==> config.mk <==
export PLATFORM = sky130hd
export DESIGN_NAME = alu_pipe_flat
export DESIGN_NICKNAME = d
export VERILOG_FILES = /design/src/rtl/alu_pipe_if.sv /design/src/rtl/alu_pipe.sv /design/src/flat_wrapper.sv
export SDC_FILE = /design/constraint.sdc
export NUM_CORES = 1
export LEC_CHECK = 0
export CORE_MARGIN = 1.5
export CORE_UTILIZATION = 50
export DETAILED_ROUTE_END_ITERATION = 8
export DONT_BUFFER_PORTS = 1
export PLACE_DENSITY = 0.66
export REMOVE_ABC_BUFFERS = 1
export SLEW_MARGIN = 10
export SYNTH_ARGS = -nofsm -noshare
export SYNTH_HDL_FRONTEND = slang
export SYNTH_SLANG_ARGS = --single-unit
==> constraint.sdc <==
create_clock -name clk -period 2.8 [get_ports clk]
set_clock_uncertainty 0.1 [all_clocks]
set_input_delay 0.28 -clock clk [delete_from_list [all_inputs] [get_ports clk]]
set_output_delay 0.28 -clock clk [all_outputs]
set_load 0.02 [all_outputs]
==> src/rtl/alu_pipe_if.sv <==
// Operand/result handshake bundle for alu_pipe.
// The slave side is the ALU; the master side is the issue stage and consumer.
interface alu_pipe_if #(
    parameter int WIDTH = 8
);
    logic             in_valid;
    logic             in_ready;
    logic [WIDTH-1:0] in_a;
    logic [WIDTH-1:0] in_b;
    logic [3:0]       in_op;
    logic             out_valid;
    logic             out_ready;
    logic [WIDTH-1:0] out_result;
    logic             out_c;
    logic             out_z;
    logic             out_n;
    logic             out_v;
    logic             out_err;

    modport master (
        output in_valid, in_a, in_b, in_op, out_ready,
        input  in_ready, out_valid, out_result, out_c, out_z, out_n, out_v, out_err
    );

    modport slave (
        input  in_valid, in_a, in_b, in_op, out_ready,
        output in_ready, out_valid, out_result, out_c, out_z, out_n, out_v, out_err
    );
endinterface

==> src/rtl/alu_pipe.sv <==
// Registered ALU with valid/ready handshakes, sticky carry for ADC/SBB and an
// iterative shift-and-add multiplier taking WIDTH cycles.
module alu_pipe #(
    parameter int WIDTH  = 8,
    parameter int MUL_EN = 1
) (
    input  logic       clk,
    input  logic       rst_n,
    alu_pipe_if.slave  bus,
    output logic       busy
);
    localparam int SHW = $clog2(WIDTH);
    localparam int CW  = $clog2(WIDTH);

    localparam logic [0:0] ST_IDLE = 1'b0;
    localparam logic [0:0] ST_MUL  = 1'b1;

    localparam logic [3:0] OP_ADD = 4'd0;
    localparam logic [3:0] OP_SUB = 4'd1;
    localparam logic [3:0] OP_AND = 4'd2;
    localparam logic [3:0] OP_OR  = 4'd3;
    localparam logic [3:0] OP_XOR = 4'd4;
    localparam logic [3:0] OP_SHL = 4'd5;
    localparam logic [3:0] OP_SHR = 4'd6;
    localparam logic [3:0] OP_CMP = 4'd7;
    localparam logic [3:0] OP_ADC = 4'd8;
    localparam logic [3:0] OP_SBB = 4'd9;
    localparam logic [3:0] OP_MUL = 4'd10;
    localparam logic [3:0] OP_SAR = 4'd11;

    logic [0:0]         state_q, state_d;
    logic               out_valid_q, out_valid_d;
    logic [WIDTH-1:0]   result_q, result_d;
    logic               c_q, c_d, z_q, z_d, n_q, n_d, v_q, v_d, err_q, err_d;
    logic               cf_q, cf_d;
    logic [CW-1:0]      cnt_q, cnt_d;
    logic [2*WIDTH-1:0] mul_acc_q, mul_acc_d;
    logic [2*WIDTH-1:0] mul_a_q, mul_a_d;
    logic [WIDTH-1:0]   mul_b_q, mul_b_d;

    logic [WIDTH-1:0]   a, b;
    logic [3:0]         op;
    logic [SHW-1:0]     amt;
    logic [WIDTH:0]     sum_ext, shl_ext, shr_ext, sar_ext;
    logic [WIDTH-1:0]   alu_res;
    logic               alu_c, alu_v, alu_err, cin;
    logic               op_is_mul, op_is_arith;
    logic               in_ready, accept, out_fire;
    logic [2*WIDTH-1:0] mul_acc_nx;

    assign a   = bus.in_a;
    assign b   = bus.in_b;
    assign op  = bus.in_op;
    assign amt = b[SHW-1:0];

    assign op_is_mul   = (op == OP_MUL) && (MUL_EN != 0);
    assign op_is_arith = (op == OP_ADD) || (op == OP_SUB) || (op == OP_ADC) || (op == OP_SBB);

    // Shifts are done one bit wider so the last bit shifted out lands in a fixed
    // position; a zero shift amount then yields a carry of 0 automatically.
    always_comb begin
        alu_res = '0;
        alu_c   = 1'b0;
        alu_v   = 1'b0;
        alu_err = 1'b0;
        sum_ext = '0;
        cin     = ((op == OP_ADC) || (op == OP_SBB)) ? cf_q : 1'b0;
        shl_ext = {1'b0, a} << amt;
        shr_ext = {a, 1'b0} >> amt;
        sar_ext = $signed({a, 1'b0}) >>> amt;
        case (op)
            OP_ADD, OP_ADC: begin
                sum_ext = {1'b0, a} + {1'b0, b} + {{WIDTH{1'b0}}, cin};
                alu_res = sum_ext[WIDTH-1:0];
                alu_c   = sum_ext[WIDTH];
                alu_v   = (a[WIDTH-1] == b[WIDTH-1]) && (alu_res[WIDTH-1] != a[WIDTH-1]);
            end
            OP_SUB, OP_SBB: begin
                sum_ext = {1'b0, a} - {1'b0, b} - {{WIDTH{1'b0}}, cin};
                alu_res = sum_ext[WIDTH-1:0];
                alu_c   = sum_ext[WIDTH];
                alu_v   = (a[WIDTH-1] != b[WIDTH-1]) && (alu_res[WIDTH-1] != a[WIDTH-1]);
            end
            OP_AND: alu_res = a & b;
            OP_OR:  alu_res = a | b;
            OP_XOR: alu_res = a ^ b;
            OP_SHL: begin
                alu_res = shl_ext[WIDTH-1:0];
                alu_c   = shl_ext[WIDTH];
            end
            OP_SHR: begin
                alu_res = shr_ext[WIDTH:1];
                alu_c   = shr_ext[0];
            end
            OP_SAR: begin
                alu_res = sar_ext[WIDTH:1];
                alu_c   = sar_ext[0];
            end
            OP_CMP: begin
                alu_res[2] = a < b;
                alu_res[1] = a > b;
                alu_res[0] = a == b;
            end
            OP_MUL:  alu_err = (MUL_EN == 0);
            default: alu_err = 1'b1;
        endcase
    end

    assign mul_acc_nx = mul_b_q[0] ? (mul_acc_q + mul_a_q) : mul_acc_q;

    assign in_ready = (state_q == ST_IDLE) && (!out_valid_q || bus.out_ready);
    assign accept   = bus.in_valid && in_ready;
    assign out_fire = out_valid_q && bus.out_ready;

    always_comb begin
        state_d     = state_q;
        out_valid_d = out_valid_q;
        result_d    = result_q;
        c_d         = c_q;
        z_d         = z_q;
        n_d         = n_q;
        v_d         = v_q;
        err_d       = err_q;
        cf_d        = cf_q;
        cnt_d       = cnt_q;
        mul_acc_d   = mul_acc_q;
        mul_a_d     = mul_a_q;
        mul_b_d     = mul_b_q;
        case (state_q)
            ST_IDLE: begin
                if (out_fire)
                    out_valid_d = 1'b0;
                if (accept) begin
                    if (op_is_mul) begin
                        state_d   = ST_MUL;
                        mul_acc_d = '0;
                        mul_a_d   = {{WIDTH{1'b0}}, a};
                        mul_b_d   = b;
                        cnt_d     = '0;
                    end else begin
                        out_valid_d = 1'b1;
                        result_d    = alu_res;
                        c_d         = alu_c;
                        v_d         = alu_v;
                        err_d       = alu_err;
                        z_d         = (alu_res == '0);
                        n_d         = alu_res[WIDTH-1];
                        if (op_is_arith)
                            cf_d = alu_c;
                    end
                end
            end
            default: begin
                mul_acc_d = mul_acc_nx;
                mul_a_d   = mul_a_q << 1;
                mul_b_d   = mul_b_q >> 1;
                cnt_d     = cnt_q + CW'(1);
                // Final partial product is folded in on the same edge the result loads.
                if (cnt_q == CW'(WIDTH - 1)) begin
                    state_d     = ST_IDLE;
                    out_valid_d = 1'b1;
                    result_d    = mul_acc_nx[WIDTH-1:0];
                    c_d         = |mul_acc_nx[2*WIDTH-1:WIDTH];
                    v_d         = 1'b0;
                    err_d       = 1'b0;
                    z_d         = (mul_acc_nx[WIDTH-1:0] == '0);
                    n_d         = mul_acc_nx[WIDTH-1];
                end
            end
        endcase
    end

    always_ff @(posedge clk or negedge rst_n) begin
        if (!rst_n) begin
            state_q     <= ST_IDLE;
            out_valid_q <= 1'b0;
            result_q    <= '0;
            c_q         <= 1'b0;
            z_q         <= 1'b0;
            n_q         <= 1'b0;
            v_q         <= 1'b0;
            err_q       <= 1'b0;
            cf_q        <= 1'b0;
            cnt_q       <= '0;
            mul_acc_q   <= '0;
            mul_a_q     <= '0;
            mul_b_q     <= '0;
        end else begin
            state_q     <= state_d;
            out_valid_q <= out_valid_d;
            result_q    <= result_d;
            c_q         <= c_d;
            z_q         <= z_d;
            n_q         <= n_d;
            v_q         <= v_d;
            err_q       <= err_d;
            cf_q        <= cf_d;
            cnt_q       <= cnt_d;
            mul_acc_q   <= mul_acc_d;
            mul_a_q     <= mul_a_d;
            mul_b_q     <= mul_b_d;
        end
    end

    assign bus.in_ready   = in_ready;
    assign bus.out_valid  = out_valid_q;
    assign bus.out_result = result_q;
    assign bus.out_c      = c_q;
    assign bus.out_z      = z_q;
    assign bus.out_n      = n_q;
    assign bus.out_v      = v_q;
    assign bus.out_err    = err_q;
    assign busy           = (state_q == ST_MUL);
endmodule

==> src/flat_wrapper.sv <==
// flat-port wrapper written by rule: the top's interface ports become plain ports
module alu_pipe_flat 
#(
    parameter int WIDTH  = 8,
    parameter int MUL_EN = 1
)
  (clk, rst_n, busy, bus_in_valid, bus_in_a, bus_in_b, bus_in_op, bus_out_ready, bus_in_ready, bus_out_valid, bus_out_result, bus_out_c, bus_out_z, bus_out_n, bus_out_v, bus_out_err);
  alu_pipe_if #(.WIDTH(WIDTH)) bus_i ();
  input  logic clk;
  input  logic rst_n;
  output logic busy;
  input wire logic [$bits(bus_i.in_valid)-1:0] bus_in_valid;
  input wire logic [$bits(bus_i.in_a)-1:0] bus_in_a;
  input wire logic [$bits(bus_i.in_b)-1:0] bus_in_b;
  input wire logic [$bits(bus_i.in_op)-1:0] bus_in_op;
  input wire logic [$bits(bus_i.out_ready)-1:0] bus_out_ready;
  output wire logic [$bits(bus_i.in_ready)-1:0] bus_in_ready;
  output wire logic [$bits(bus_i.out_valid)-1:0] bus_out_valid;
  output wire logic [$bits(bus_i.out_result)-1:0] bus_out_result;
  output wire logic [$bits(bus_i.out_c)-1:0] bus_out_c;
  output wire logic [$bits(bus_i.out_z)-1:0] bus_out_z;
  output wire logic [$bits(bus_i.out_n)-1:0] bus_out_n;
  output wire logic [$bits(bus_i.out_v)-1:0] bus_out_v;
  output wire logic [$bits(bus_i.out_err)-1:0] bus_out_err;
  assign bus_i.in_valid = bus_in_valid;
  assign bus_i.in_a = bus_in_a;
  assign bus_i.in_b = bus_in_b;
  assign bus_i.in_op = bus_in_op;
  assign bus_i.out_ready = bus_out_ready;
  assign bus_in_ready = bus_i.in_ready;
  assign bus_out_valid = bus_i.out_valid;
  assign bus_out_result = bus_i.out_result;
  assign bus_out_c = bus_i.out_c;
  assign bus_out_z = bus_i.out_z;
  assign bus_out_n = bus_i.out_n;
  assign bus_out_v = bus_i.out_v;
  assign bus_out_err = bus_i.out_err;
  alu_pipe #(.WIDTH(WIDTH), .MUL_EN(MUL_EN)) u_core (.clk(clk), .rst_n(rst_n), .bus(bus_i), .busy(busy));
endmodule
==> impl_metrics.json, run 1 <==
{
  "clock_latency_ps": 340,
  "yosysUniqueCellTypes": 80,
  "critPathCaptureType": "flip-flop",
  "holdCritStartpoint": "bus_in_op[2]",
  "netSwitchingFraction_pct": 44.2,
  "cts_sinks": 58,
  "drt_iter0_markers": 478,
  "initial_utilization_pct": 51.6,
  "num_rows": 38,
  "grt_pass1_vias": 5126,
  "slew_headroom_pct": 37.1,
  "holdPathEnd": "u_core.bus.out_err$_DFFE_PN0P_",
  "first_pass_iters": 5,
  "required_ps": 2960,
  "layout.cells.non_filler": 867,
  "avgViaCountPerCell": 6.38,
  "arrival_ps": 3130,
  "r2r_slack_ps": -160,
  "outcome": "finished with violations",
  "cts_tree": "done",
  "core_area_um2": 10900,
  "diodes": 0,
  "syn_area_um2": 5640,
  "ioPinCount": 40,
  "setup_violations": 4,
  "r2r-end": "u_core.bus.out_z$_DFFE_PN0P_",
  "setup_tns_ps": -408,
  "leakage_nw": 2.91,
  "grt-ovfl-total": 0,
  "placedCellCount": 843,
  "pwr-share-clk_pct": 20.9,
  "synth_top_area_share_pct": 25.7,
  "fmax_mhz": 337,
  "ys_top_cells_by_area": "dfrtp_1 (26%), ha_1 (12%), nand2_1 (6.1%), o21ai_0 (5.0%), a21oi_1 (4.7%)",
  "routed_wl_um": 17600,
  "grt_pass1_wl_um": 26900,
  "critPathMaxFanout": 3,
  "worst_pin_slew_ps": 944,
  "ctsLongestPathBuffers": 2,
  "slew_viol_final": 0,
  "p_per_area_nw_per_um2": 790,
  "p_int_w": 0.00289,
  "multi_input_area_um2": 4040,
  "comb_power_share_pct": 47.6,
  "hold_viol_final": 0,
  "grt_antenna_before_repair": 0,
  "startpoint_type": "flip-flop",
  "grt_max_degree": 59,
  "min_path_type": "in2reg",
  "fp.dieW_um": 109,
  "min_path_cells": 1,
  "min_period_ps": 2960,
  "path_clk_slew_ps": 50,
  "finalCritPeriodShare_pct": 106,
  "htree_levels": 3,
  "reg2regPathDepth": 12,
  "track_usage_pct": 29.6,
  "pwr-share-seq_pct": 31.4,
  "drc_errors": 0,
  "drive_above_1_share_pct": 17.5,
  "violations": "setup timing",
  "synthMostInstantiatedCell": "nand2_1",
  "ys_warn_count": 0,
  "seqCellArea_um2": 1450,
  "r2r_start": "u_core.cf_q$_DFFE_PN0P_",
  "critPathKind": "reg2reg",
  "die_h_um": 109,
  "synth-main-ff-cell": "dfrtp_1",
  "port_buffers": 0,
  "total_power_w": 0.00519,
  "place.detailed.hpwl_um": 13000,
  "synth_edf_count": 0,
  "synth_common_cells": "nand2_1 (91), dfrtp_1 (58), ha_1 (56), o21ai_0 (56)",
  "fillers": 975,
  "power.switching_w": 0.00229,
  "timing.final.ws_setup_ps": -163,
  "cts_root_buf": "clkbuf_16",
  "yosysSeqAreaShare_pct": 25.7,
  "vdd_ir_drop_max_mv": 0.563,
  "cap_violations": 0,
  "drtAntennaViolNets": 0,
  "place.gp.congestion": 0.947,
  "dieArea_um2": 11900,
  "vias": 5533,
  "rsz0062_at_grt": "true",
  "wl_per_cell_um": 20.2,
  "async_flop_share_pct": 100,
  "syn-instance-count": 689,
  "final_nets": 807,
  "area_growth_pct": 16.4,
  "synth_top_area_cell": "dfrtp_1",
  "numCtsBuffers": 9,
  "syn_avg_cell_area_um2": 8.19,
  "yosys_register_bits": 58
}
[worst max path at each step]
stage | from | slack [ps] | to
after CTS | u_core.cf_q$_DFFE_PN0P_ | -60 | u_core.bus.out_z$_DFFE_PN0P_
after global routing | u_core.cf_q$_DFFE_PN0P_ | -250 | u_core.bus.out_z$_DFFE_PN0P_
after floorplan | u_core.busy$_DFF_PN0_ | -620 | u_core.mul_acc_q[15]$_DFFE_PN0P_
after global placement | bus_in_op[1] | -310 | u_core.bus.out_c$_DFFE_PN0P_
after detailed placement | bus_in_op[1] | -360 | u_core.bus.out_c$_DFFE_PN0P_
final | u_core.cf_q$_DFFE_PN0P_ | -160 | u_core.bus.out_z$_DFFE_PN0P_
[area by class of cell]
cell class,instances,area share (%)
clock inverter,6,0.876
timing repair buffer,60,7.39
multi-input combinational,558,61.5
tap,140,2.67
inverter,35,2.00
clock buffer,10,3.48
sequential,58,22.1
[logic make-up (layout without fill, tap and decap cells)]
kind of cell | count (synthesis) | count (layout) | share of synthesized area [%]
compound gates | 224 | 224 | 26.1
xor+xnor | 18 | 18 | 2.93
fa+ha+maj | 61 | 61 | 14.2
buf+inv | 73 | 111 | 5.50
flops | 58 | 58 | 25.7
mux | 28 | 28 | 6.67
simple gates | 227 | 227 | 18.9
[critical path: stages, from the launching register on]
cell	delay [ps]
dfrtp_1	380
nand3_2	90
inv_2	40
fa_2	570
ha_2	210
o21ai_4	60
a211oi_2	250
buf_4	180
xnor2_2	100
o22ai_1	80
or3_1	350
or3_1	380
o21ai_1	110
[power groups by stage]
stage	Combinational [W]	Clock (W)	Sequential, W
floorplan	0.00154	0	0.00160
CTS	0.00238	0.00110	0.00162
global route	0.00274	0.00113	0.00167
global placement	0.00219	0	0.00162
detailed placement	0.00226	0	0.00163
finish	0.00247	0.00109	0.00163
[metrics by stage]
step                      utilization, %  setup WS (ps)  hold WS, ps  cell area, µm²
after global placement              55.3           -309         -114            6050
after floorplan                        -           -619         -116            5470
final                               60.1           -163         23.4            6570
after detailed placement            55.3           -361         -114            6050
after CTS                           59.1          -61.7         15.0            6470
after global routing                60.1           -247         15.3            6570
[state kept, by name, indices dropped and copies added, names as in the netlist]
register and flops:
u_core.mul_acc_q 16, u_core.bus.out_valid 1, u_core.cf_q 1, u_core.bus.out_v 1, u_core.bus.out_c 1, u_core.mul_a_q 16, u_core.bus.out_err 1, u_core.mul_b_q 8
u_core.busy 1, u_core.bus.out_n 1, u_core.bus.out_result 7, u_core.cnt_q 3, u_core.bus.out_z 1
[per-layer routing]
layer	up-vias	routed length (µm)	global-route usage [%]
li1	2600	-	-
met5	-	0	0
met1	2690	7930	41.7
met4	0	421	8.81
met3	36	1310	7.23
met2	207	7890	44.7
[placed cells by master, fill, tap and decap left out, drive strengths merged, types with 10 or more instances in the layout]
cell | synthesis | routed
a21oi | 54 | 54
or3 | 10 | 10
inv | 33 | 33
nor2 | 53 | 53
nand2 | 91 | 91
clkbuf | 24 | 10
xnor2 | 10 | 10
nand3 | 16 | 16
mux2i | 17 | 17
nor4 | 10 | 10
nor3 | 14 | 14
ha | 56 | 56
dfrtp | 58 | 58
o21ai | 62 | 62
buf | 14 | 59
[what timing repair did]
item | 4_1_cts | 5_1_grt
endpoints found under the hold margin | 58 | 0
buffers inserted | 3 | 4
gates resized for setup | 21 | 18
hold buffers | 2 | 0
pin swaps | 18 | 24
cloned | 0 | 0
endpoints found under the setup margin | 9 | 11
Power figures use the tool's default switching activity.
==> inputs of run 2 (changes only) <==
--- a/config.mk
+++ b/config.mk
@@ -5,6 +5,7 @@
 export SDC_FILE = /design/constraint.sdc
 export NUM_CORES = 1
 export LEC_CHECK = 0
+export ABC_AREA = 1
 export CORE_MARGIN = 1.5
 export CORE_UTILIZATION = 50
 export DETAILED_ROUTE_END_ITERATION = 8
==> constraint.sdc (replaced) <==
create_clock -name clk -period 2.8 [get_ports clk]
set_clock_uncertainty 0.1 [all_clocks]
set_input_delay 0.28 -clock clk [delete_from_list [all_inputs] [get_ports clk]]
set_output_delay 0.28 -clock clk [all_outputs]
set_load 0.01 [all_outputs]
==> run 2 against run 1 <==
Compared with the run above: the flow now finishes without violations; wire length is 2.1% lower; non-clock buffer count is 39 lower; cell count is 25% higher; first-iteration DRC count is 6.1% lower; core utilization is 4.2 points lower; count of clock-buffer cells in the layout stayed put; synthesized cell count is 35% higher; critical path depth is 7 higher; clock power hardly changed; largest cell class unchanged; sequential share of layout area is 0.65 points higher; maximum frequency is 11% higher; combinational power is 21% higher.
==> impl_metrics.json, run 2 <==
{
  "ioPinCount": 40,
  "synth-main-ff-cell": "dfrtp_1",
  "die_h_um": 111,
  "p_per_area_nw_per_um2": 875,
  "ctsLongestPathBuffers": 2,
  "cts_root_buf": "clkbuf_16",
  "setup_tns_ps": 0,
  "worst_pin_slew_ps": 916,
  "min_path_type": "in2reg",
  "port_buffers": 0,
  "syn-instance-count": 928,
  "place.detailed.hpwl_um": 13600,
  "diodes": 0,
  "hold_viol_final": 0,
  "layout.cells.non_filler": 1082,
  "clock_latency_ps": 330,
  "cap_violations": 0,
  "drt_iter0_markers": 449,
  "fmax_mhz": 374,
  "slew_viol_final": 0,
  "num_rows": 39,
  "vias": 5851,
  "synth_top_area_share_pct": 24.9,
  "grt_pass1_wl_um": 28300,
  "wl_per_cell_um": 15.9,
  "htree_levels": 3,
  "dieArea_um2": 12300,
  "ys_top_cells_by_area": "dfrtp_1 (25%), nand2_1 (20%), ha_1 (12%), inv_1 (8.0%), nand3_1 (7.5%)",
  "synth_edf_count": 0,
  "first_pass_iters": 5,
  "r2r_slack_ps": 130,
  "grt_pass1_vias": 5572,
  "syn_area_um2": 5840,
  "vdd_ir_drop_max_mv": 0.475,
  "avgViaCountPerCell": 5.41,
  "yosysSeqAreaShare_pct": 24.9,
  "async_flop_share_pct": 100,
  "final_cell_mix": "nand2_1 (311), inv_1 (124), nand3_1 (86)",
  "place.gp.congestion": 0.969,
  "initial_utilization_pct": 51.1,
  "drtAntennaViolNets": 0,
  "slew_headroom_pct": 38.9,
  "required_ps": 2950,
  "leakage_nw": 3.46,
  "critPathKind": "reg2reg",
  "cts_sinks": 58,
  "timing.final.ws_setup_ps": 128,
  "synthMostInstantiatedCell": "nand2_1",
  "largestRegisters": "u_core.mul_a_q: 16 flops, u_core.mul_acc_q: 16 flops, u_core.mul_b_q: 8 flops",
  "yosysUniqueCellTypes": 38,
  "critPathMaxFanout": 3,
  "arrival_ps": 2820,
  "fp.dieW_um": 111,
  "min_period_ps": 2670,
  "total_power_w": 0.00558,
  "ys_warn_count": 0,
  "area_growth_pct": 9.28,
  "syn_avg_cell_area_um2": 6.29,
  "outcome": "finished clean",
  "layout_commonest_cell": "nand2_1",
  "grt-ovfl-total": 0,
  "finalCritPeriodShare_pct": 95.4,
  "startpoint_type": "flip-flop",
  "yosys_register_bits": 58,
  "place_worst_setup_slack_ps": -32.8,
  "routed_wl_um": 17200,
  "critPathCaptureType": "flip-flop",
  "synth_common_cells": "nand2_1 (313), inv_1 (125), nand3_1 (87), nor2_1 (80), dfrtp_1 (58)",
  "core_area_um2": 11400,
  "grt_antenna_before_repair": 0,
  "placedCellCount": 1063,
  "setup_violations": 0,
  "numCtsBuffers": 9,
  "rsz0062_at_grt": "true",
  "final_nets": 1019,
  "grt_max_degree": 59,
  "cts_tree": "done",
  "drive_above_1_share_pct": 7.56,
  "synth_top_area_cell": "dfrtp_1",
  "path_clk_slew_ps": 50,
  "track_usage_pct": 28.9,
  "drc_errors": 0
}
==> run 2: worst paths after layout <==
path	startpoint	endpoint	cells past startpoint
max	u_core.cf_q$_DFFE_PN0P_	u_core.bus.out_z$_DFFE_PN0P_	19
min	bus_in_b[6]	u_core.mul_b_q[6]$_DFFE_PN0P_	2
max reg2reg	u_core.cf_q$_DFFE_PN0P_	u_core.bus.out_z$_DFFE_PN0P_	19
min reg2reg	u_core.mul_acc_q[5]$_DFFE_PN0P_	u_core.mul_acc_q[5]$_DFFE_PN0P_	2
max in group asynchronous	rst_n	u_core.bus.out_result[4]$_DFFE_PN0P_	2
min in group asynchronous	rst_n	u_core.mul_b_q[3]$_DFFE_PN0P_	2
==> run 2: logic make-up after synthesis <==
logic type               synth area share, %
AND/OR/NAND/NOR                         36.6
buffers and inverters                   11.1
AO/OA/AOI/OAI                           12.7
adder cells (fa/ha/maj)                 13.7
flip-flops                              24.9
XOR/XNOR                                1.05
==> run 2: per-stage QoR <==
step                      hold WS [ps]  cell area, µm²  utilization (%)
final                             12.4            6380             55.9
after global routing              15.8            6380             55.9
after CTS                         5.75            6340             55.5
after detailed placement          -115            6010             52.6
after global placement            -114            6010             52.6
after floorplan                   -116            5690                -
==> run 2: final cells by class <==
type                            instances  area, µm²
Fill cell                            1201       5040
Clock inverter                          6       57.6
Timing Repair Buffer                   21        180
Inverter                              134        503
Multi-Input combinational cell        710       3780
Clock buffer                           10        229
Sequential cell                        58       1450
Tap cell                              143        179
==> run 2: worst max-delay path, cell delays in order, from the launching register on <==
cell and delay (ps):
dfrtp_1 370, inv_2 70, nor3_4 50, buf_4 130, fa_2 550, inv_1 40
ha_1 160, inv_1 50, nand2_1 70, nand2_1 100, nand2_2 70, nand3_2 70
nand3b_1 90, nand2_2 100, nor2_2 40, nor2_2 120, nand2_1 70, nor2_1 90
nand3_1 90, a21oi_2 170
==> run 2: repair_timing <==
action,4_1_cts,5_1_grt
gates resized for setup,1,16
setup buffers,0,1
endpoints found under the hold margin,58,0
pin swaps,0,4
hold buffers,2,0
endpoints found under the setup margin,2,7
gates cloned,0,0
==> run 2: layer usage <==
metal  share of wire, %  GRT usage [%]  wire (µm)  vias to the layer above
met5                  0              0          0                        -
met4                3.8           11.9        648                        0
met2                 46           47.4       7970                      155
met1                 45           37.9       7700                     2658
met3                5.0           4.70        861                       37
li1                   -              -          -                     3001
==> run 2: where the power goes <==
group	internal [W]	switching, W	leakage (nW)
Combinational	0.00108	0.00191	2.59
Clock	0.000681	0.000375	0.142
Sequential	0.00122	0.000322	0.728
Total	0.00298	0.00260	3.46
